===== src/rtl/cpu_pkg.sv =====
// Shared CPU definitions used by the fetch stage.
//   INSTR_W           instruction width
//   RESET_PC_DEFAULT  default PC after reset
//   fetch_state_e     fetch FSM states
//   fetch_act_e       per-cycle action chosen by the next-PC selector
//   branch_target()   PC-relative target of a beq/bne
//   jump_target()     region-relative target of a j
package cpu_pkg;

   localparam int          INSTR_W          = 32;
   localparam logic [31:0] RESET_PC_DEFAULT = 32'h0000_0000;

   typedef enum logic {
      RUN,
      HALTED
   } fetch_state_e;

   typedef enum logic [1:0] {
      ACT_HOLD,
      ACT_LOAD,
      ACT_REDIRECT,
      ACT_HALT
   } fetch_act_e;

   // pc is the address of the branch instruction itself; offset is relative to pc+4.
   function automatic logic [31:0] branch_target(input logic [31:0] pc,
                                                 input logic [15:0] imm16);
      logic [31:0] pc4;
      pc4 = pc + 32'd4;
      return pc4 + {{14{imm16[15]}}, imm16, 2'b00};
   endfunction

   // The 256 MB region comes from pc+4, not pc, so a j in the last slot of a region
   // lands in the next one.
   function automatic logic [31:0] jump_target(input logic [31:0] pc,
                                               input logic [25:0] tgt26);
      logic [31:0] pc4;
      pc4 = pc + 32'd4;
      return {pc4[31:28], tgt26, 2'b00};
   endfunction

endpackage


===== src/rtl/fetch_next_pc.sv =====
// Next-PC selector for the fetch stage (purely combinational).
//   pc_q         current fetch address
//   instr_pc     address of the held instruction
//   instr_valid  held instruction valid
//   instr_ready  decoder consumes the held instruction
//   branch_taken / branch_imm, jump / jump_target, halt
//                redirect controls, only meaningful on a handshake
//   pc_next      PC to load on the next edge
//   act          what the registers should do this cycle
module fetch_next_pc
   import cpu_pkg::*;
(
   input  logic [31:0] pc_q,
   input  logic [31:0] instr_pc,
   input  logic        instr_valid,
   input  logic        instr_ready,
   input  logic        branch_taken,
   input  logic [15:0] branch_imm,
   input  logic        jump,
   input  logic [25:0] jump_target,
   input  logic        halt,
   output logic [31:0] pc_next,
   output fetch_act_e  act
);

   logic hs;

   assign hs = instr_valid & instr_ready;

   // Priority: halt > jump > branch > sequential load > stall.
   always_comb begin
      pc_next = pc_q;
      act     = ACT_HOLD;
      if (hs && halt) begin
         act = ACT_HALT;
      end else if (hs && jump) begin
         act     = ACT_REDIRECT;
         pc_next = cpu_pkg::jump_target(instr_pc, jump_target);
      end else if (hs && branch_taken) begin
         act     = ACT_REDIRECT;
         pc_next = cpu_pkg::branch_target(instr_pc, branch_imm);
      end else if (!instr_valid || instr_ready) begin
         act     = ACT_LOAD;
         pc_next = pc_q + 32'd4;
      end
   end

endmodule


===== src/rtl/fetch_unit.sv =====
// Instruction-fetch stage in front of the instruction ROM.
//   clk, rst_n        clock, async active-low reset
//   rom_addr          ROM byte address (always pc_q)
//   rom_data          ROM word, same-cycle
//   instr, instr_pc   held instruction and its address
//   instr_valid       held instruction valid
//   instr_ready       decoder consumes the held instruction
//   branch_taken, branch_imm, jump, jump_target, halt
//                     redirects from the decoder, sampled on handshake
//   halted            fetch has stopped until reset
//   retired_cnt       handshakes since reset (wraps)
//
// state  | meaning
// -------+-----------------------------------------------------
// RUN    | fetching; loads, stalls or redirects each cycle
// HALTED | halt consumed; everything frozen until rst_n
module fetch_unit
   import cpu_pkg::*;
#(
   parameter logic [31:0] RESET_PC = RESET_PC_DEFAULT,
   parameter int          CNT_W    = 32
) (
   input  logic               clk,
   input  logic               rst_n,
   output logic [31:0]        rom_addr,
   input  logic [INSTR_W-1:0] rom_data,
   output logic [INSTR_W-1:0] instr,
   output logic [31:0]        instr_pc,
   output logic               instr_valid,
   input  logic               instr_ready,
   input  logic               branch_taken,
   input  logic [15:0]        branch_imm,
   input  logic               jump,
   input  logic [25:0]        jump_target,
   input  logic               halt,
   output logic               halted,
   output logic [CNT_W-1:0]   retired_cnt
);

   fetch_state_e       state_q, state_d;
   logic [31:0]        pc_q, pc_d, pc_next;
   logic [INSTR_W-1:0] instr_d;
   logic [31:0]        instr_pc_d;
   logic               valid_d;
   logic [CNT_W-1:0]   cnt_d;
   fetch_act_e         act;
   logic               hs;

   fetch_next_pc u_next_pc (
      .pc_q         (pc_q),
      .instr_pc     (instr_pc),
      .instr_valid  (instr_valid),
      .instr_ready  (instr_ready),
      .branch_taken (branch_taken),
      .branch_imm   (branch_imm),
      .jump         (jump),
      .jump_target  (jump_target),
      .halt         (halt),
      .pc_next      (pc_next),
      .act          (act)
   );

   assign rom_addr = pc_q;
   assign halted   = (state_q == HALTED);
   assign hs       = instr_valid & instr_ready;

   always_comb begin
      state_d    = state_q;
      pc_d       = pc_q;
      instr_d    = instr;
      instr_pc_d = instr_pc;
      valid_d    = instr_valid;
      case (state_q)
         RUN: begin
            case (act)
               ACT_HALT: begin
                  valid_d = 1'b0;
                  state_d = HALTED;
               end
               ACT_REDIRECT: begin
                  valid_d = 1'b0;
                  pc_d    = pc_next;
               end
               ACT_LOAD: begin
                  instr_d    = rom_data;
                  instr_pc_d = pc_q;
                  valid_d    = 1'b1;
                  pc_d       = pc_next;
               end
               ACT_HOLD: begin
               end
            endcase
         end
         HALTED: begin
            valid_d = 1'b0;
         end
      endcase
   end

   // instr_valid is 0 in HALTED, so no handshake can be counted there.
   assign cnt_d = hs ? retired_cnt + CNT_W'(1) : retired_cnt;

   always_ff @(posedge clk or negedge rst_n) begin
      if (!rst_n) begin
         state_q     <= RUN;
         pc_q        <= RESET_PC;
         instr       <= '0;
         instr_pc    <= '0;
         instr_valid <= 1'b0;
         retired_cnt <= '0;
      end else begin
         state_q     <= state_d;
         pc_q        <= pc_d;
         instr       <= instr_d;
         instr_pc    <= instr_pc_d;
         instr_valid <= valid_d;
         retired_cnt <= cnt_d;
      end
   end

endmodule

===== config.mk =====
export PLATFORM = sky130hd
export DESIGN_NAME = fetch_unit
export DESIGN_NICKNAME = d
export VERILOG_FILES = /design/src/rtl/cpu_pkg.sv /design/src/rtl/fetch_next_pc.sv /design/src/rtl/fetch_unit.sv
export SDC_FILE = /design/constraint.sdc
export NUM_CORES = 1
export LEC_CHECK = 0
export CORE_MARGIN = 2
export CORE_UTILIZATION = 25
export CTS_BUF_LIST = sky130_fd_sc_hd__clkbuf_2 sky130_fd_sc_hd__clkbuf_4 sky130_fd_sc_hd__clkbuf_8
export CTS_CLUSTER_SIZE = 8
export DETAILED_ROUTE_END_ITERATION = 8
export GPL_ROUTABILITY_DRIVEN = 0
export GPL_TIMING_DRIVEN = 0
export PLACE_DENSITY = 0.45
export SLEW_MARGIN = 20
export SYNTH_ARGS = -nofsm -noshare
export SYNTH_HDL_FRONTEND = slang
export SYNTH_SLANG_ARGS = --single-unit

===== constraint.sdc =====
create_clock -name clk -period 5 [get_ports clk]
set_clock_uncertainty 0.1 [all_clocks]
set_input_delay 0.5 -clock clk [delete_from_list [all_inputs] [get_ports clk]]
set_output_delay 0.5 -clock clk [all_outputs]
set_load 0.01 [all_outputs]

After elaboration in Yosys (flattened, before gate mapping)
Cells that the tools add are included.

Add/subtract/negate cells: 4. Bitwise operators: 3. Mux-type cells: 11. Reductions and logical operators: 10. Equality and inequality tests: 4.

Operator list (number): two-way mux 32 bit (3); adder 32 x 3 -> 32 bit (second input constant) (2); adder 32 x 1 -> 32 bit (second input constant) (1); adder 32 bit (1); two-way mux 2 bit (3); == test 2 bit (second input constant) (2); case mux 1 bit (2 select lines) (2); AND reduction 4 bit (1); OR reduction 2 bit (2); logical AND 1 bit (3); two-way mux 1 bit (3); inequality test 3 x 2 -> 1 bit (second input constant) (1); nonzero test 3 bit (1); == test 2 x 1 -> 1 bit (second input constant) (1); inverter 1 bit (2); AND reduction 2 bit (1); AND 1 bit (1); logical NOT 1 bit (1); logical OR 1 bit (1).

Input port bits: 80. Register bits: 130.

Depth between registers and ports, before layout
Depth in word-level cells: 10. Gate-level depth with buffers: 16.

By module
From an unflattened synthesis, not the netlist that was laid out.

Cell total of the unflattened synthesis: 934. Area total of the unflattened synthesis: 9038.7 µm².

By module, submodules not included: fetch_unit (area an instance 5143.7 µm², instances 1, cells an instance 339); fetch_next_pc (area an instance 3895.0 µm², instances 1, cells an instance 595).

Least setup slack after synthesis
Ideal clock, no wire load.

Path kind: reg-to-reg. Start: register instr_pc[4]. End: register pc_q[31] (netlist: rom_addr[31]). Setup slack: 1.418 ns. Setup time: 0.120 ns. Required time: 4.780 ns. Arrival time: 3.362 ns. Cell stages (with the launch flop): 17. Clock period less this slack: 3.582 ns. Cell sequence: dfrtp_1 and4_4 and2_1 and3_1 clkbuf_1 nand3_1 xnor2_1 ha_1 clkbuf_1 a21oi_1 o21ai_0 a31oi_1 nor2b_1 o2111a_1 nor3_1 or3_1 a31o_1.

Word-level cells in the longest chain between the ends: 4.

RTL lines: start, declared (RTL line fetch_unit.sv:28) `output logic [31:0] instr_pc,`; start signal, assigned (RTL line fetch_unit.sv:115) `instr_pc <= instr_pc_d;`; adder 32 x 3 -> 32 bit * (RTL line cpu_pkg.sv:29, cpu_pkg.sv:38); adder 32 bit (RTL line cpu_pkg.sv:30) `return pc4 + {{14{imm16[15]}}, imm16, 2'b00};`; two-way mux 32 bit (RTL line fetch_next_pc.sv:39) `end else if (hs && branch_taken) begin`; two-way mux 32 bit * (RTL line fetch_next_pc.sv:36) `end else if (hs && jump) begin`; end signal, assigned (RTL line fetch_unit.sv:113) `pc_q <= pc_d;`; end, declared (RTL line fetch_unit.sv:41) `logic [31:0] pc_q, pc_d, pc_next;`.

Every way passes the cells marked *; elsewhere a longest branch is shown, timed or not. A chain may end at the register's enable or synchronous reset.

Worst setup path in the final report
Same ends and word-level chain as after synthesis.

==> impl_metrics.py <==
metrics = {
    "pwr": {
        "p_leak_nw": 4.68,
        "ir_worst_vdd_mv": 0.214,
        "powerDensity_mw_per_mm2": 516,
        "power.total_mw": 5.86,
    },
    "setup_path": {
        "crit_path_end_kind": "flip-flop",
        "path_max_fanout": 7,
        "startpoint_type": "flip-flop",
        "arrival_ns": 4.77,
        "path_class": "reg2reg",
        "cp.required_ns": 5.25,
    },
    "clocking": {
        "cts_buffers": 17,
        "cts_resized": 0,
        "cts-root-buf": "clkbuf_8",
        "cts_buffer_depth": 2,
        "h-tree-depth": 4,
        "cts_sinks": 130,
        "clk_latency_ns": 0.47,
        "postCtsSetupRepairBufs": 0,
        "tritoncts": "done",
        "cts.clk_slew.worst_paths_ns": 0.08,
    },
    "yosys": {
        "synth_edf_count": 0,
        "synthTopCellsByArea": "dfrtp_1, mux2_2, xnor2_1",
        "synth_commonest_cells": "dfrtp_1, nand2_1, xnor2_1",
        "async_flop_share_pct": 100,
        "synth_fp_nets": 1000,
        "netlist_instances": 880,
        "synth_top_area_share_pct": 39.3,
        "postSynthAreaPerCell_um2": 9.40,
        "netlist_area_mm2": 0.00827,
        "yosys.area.top_type": "dfrtp_1",
        "synth.distinct_cells": 67,
        "ys_ff_latch": 130,
        "yosys_warnings": 0,
        "ys_seq_area_share_pct": 39.3,
        "yosys_most_used_dff": "dfrtp_1",
        "synth_most_common_cell": "dfrtp_1",
    },
    "floorplanning": {
        "die_y_um": 186,
        "start_util_pct": 25.4,
        "core_mm2": 0.0325,
        "die-area_mm2": 0.0346,
        "num_io_pins": 210,
        "num_rows": 66,
        "die_w_um": 186,
    },
    "cells_and_area": {
        "final_nets": 1230,
        "fillers": 3451,
        "areaGrowthSynthToFinish_pct": 37.3,
        "num_antenna_cells": 0,
        "final_area_mm2": 0.0114,
        "drive_above_1_share_pct": 9.80,
    },
    "run_status": {
        "outcome": "complete, no violations",
    },
    "sta": {
        "setup_viol": 0,
        "slew_violations": 0,
        "hold_violations": 0,
        "max_slew_margin_pct": 40.7,
        "min_period_ns": 4.53,
        "fin_crit_sh_pct": 90.5,
        "rsz0062_at_grt": "false",
        "worst_pin_slew_ns": 0.882,
        "fmax_mhz": 221,
    },
    "global_routing": {
        "grt_pass1_vias": 7332,
        "grt_max_degree": 80,
        "track_usage_pct": 16.9,
        "grt-ovfl-total": 0,
        "grt_first_pass_wirelength_um": 43800,
        "antenna_found_initial": 2,
    },
    "drt": {
        "drt-wirelength-per-cell_um": 18.7,
        "num_vias": 7474,
        "ant_nets": 0,
        "wirelength_um": 29200,
        "firstDrtPassIters": 5,
        "vias_per_cell": 4.78,
        "drc": 0,
        "drt-initial-drc-count": 462,
    },
    "hold_path": {
        "hold_path_class": "reg2reg",
    },
    "place": {
        "placed_area_mm2": 0.0110,
        "io_buffer_count": 209,
        "dp_hpwl_um": 22300,
    },
    "job": {
        "drv_cap": 0,
    },
}
-- cell usage in the layout (no fill, tap or decap), types with 5 or more instances in the layout --
cell type        synthesis  final
xor2_1                  30     30
a21oi_1                 59     59
clkbuf_1                35     35
clkdlybuf4s50_1          0    208
o21ai_0                 48     48
dfrtp_1                130    130
nand3_1                 37     37
nor3_1                  16     16
mux2_2                  62     62
nor2_1                  59     59
a21o_1                  22     22
nand2_1                 93     93
inv_1                   18     18
xnor2_1                 66     66
ha_1                    39     39
and2_1                   6      6
nand4_1                 26     26
clkbuf_8                 0     19
a211oi_1                 9      9
o22ai_1                  6      6
a31oi_1                  8      8
and3_1                  29     29
o31ai_1                  5      5
and4_1                   5      5
-- sequential cells by signal, indices dropped and copies added, names as in the netlist --
name	cells
instr_pc	32
instr	32
rom_addr	32
retired_cnt	32
halted	1
instr_valid	1
-- layout make-up --
| class | instances | area (um2) | area share (%) |
|---|---|---|---|
| clock buffers | 20 | 269 | 2.37 |
| flip-flops and latches | 130 | 3250 | 28.6 |
| well taps | 442 | 553 | 4.87 |
| repair buffers | 211 | 2130 | 18.8 |
| multi-input cells | 694 | 4800 | 42.3 |
| plain buffers | 38 | 148 | 1.30 |
| inverters | 18 | 67.6 | 0.595 |
| clock inverters | 12 | 131 | 1.16 |
-- timing repair --
item                                    in CTS  in global routing
hold endpoints to repair                    51                  0
endpoints found under the setup margin       0                  0
hold buffers                                 1                  0
-- metal layers --
layer	GRT usage, %	up-vias	share of wire, %
met1	23.0	3587	46
met2	27.0	213	47
met4	3.91	4	1.0
li1	-	3650	-
met3	4.34	20	6.5
met5	0	-	0.082
-- where the power goes --
group | internal (mW) | switching [mW] | leakage [nW]
clock network | 0.476 | 0.473 | 0.195
registers | 1.41 | 0.462 | 1.64
logic | 1.56 | 1.48 | 2.85
-- final timing paths --
kind	from	end	slack [ns]	cells after the start
max	instr_pc[4]$_DFFE_PN0P_	rom_addr[31]$_DFFE_PN0P_	0.47	16
min	retired_cnt[31]$_DFFE_PN0P_	retired_cnt[31]$_DFFE_PN0P_	0.37	1
max reg2reg	instr_pc[4]$_DFFE_PN0P_	rom_addr[31]$_DFFE_PN0P_	0.47	16
min reg2reg	retired_cnt[31]$_DFFE_PN0P_	retired_cnt[31]$_DFFE_PN0P_	0.37	1
max in group asynchronous	rst_n	instr_pc[29]$_DFFE_PN0P_	3.61	3
min in group asynchronous	rst_n	instr[9]$_DFFE_PN0P_	0.42	2
-- stage by stage --
stage / utilization (%) / std cells / setup TNS (ns) / hold slack (ns) / worst slack, ns
2_1_floorplan: - / 880 / 0 / 0.104 / 1.42
3_3_place_gp: 33.6 / 1531 / -346.22 / 0.362 / -2.68
3_5_place_dp: 33.7 / 1532 / 0 / 0.342 / 0.454
4_1_cts: 34.9 / 1565 / 0 / 0.375 / 0.409
5_1_grt: 34.9 / 1565 / 0 / 0.387 / 0.118
6_report: 34.9 / 1565 / 0 / 0.369 / 0.474
-- cell families after synthesis --
logic type / share of synthesized area (%)
AO/OA/AOI/OAI: 15.9
adder cells (fa/ha/maj): 6.14
XOR/XNOR: 10.2
flip-flops: 39.3
buffers and inverters: 2.60
multiplexers: 8.62
AND/OR/NAND/NOR: 17.3
-- critical path: stages (launching register included) --
cell and delay [ns]:
dfrtp_1 0.49, and4_4 0.29, and2_1 0.15, and3_1 0.17, clkbuf_1 0.38, nand3_1 0.16
xnor2_1 0.15, ha_1 0.27, clkbuf_1 0.26, a21oi_1 0.11, o21ai_0 0.31, a31oi_1 0.13
nor2b_1 0.44, o2111a_1 0.33, nor3_1 0.08, or3_1 0.38, a31o_1 0.21
Power figures use the tool's default switching activity.
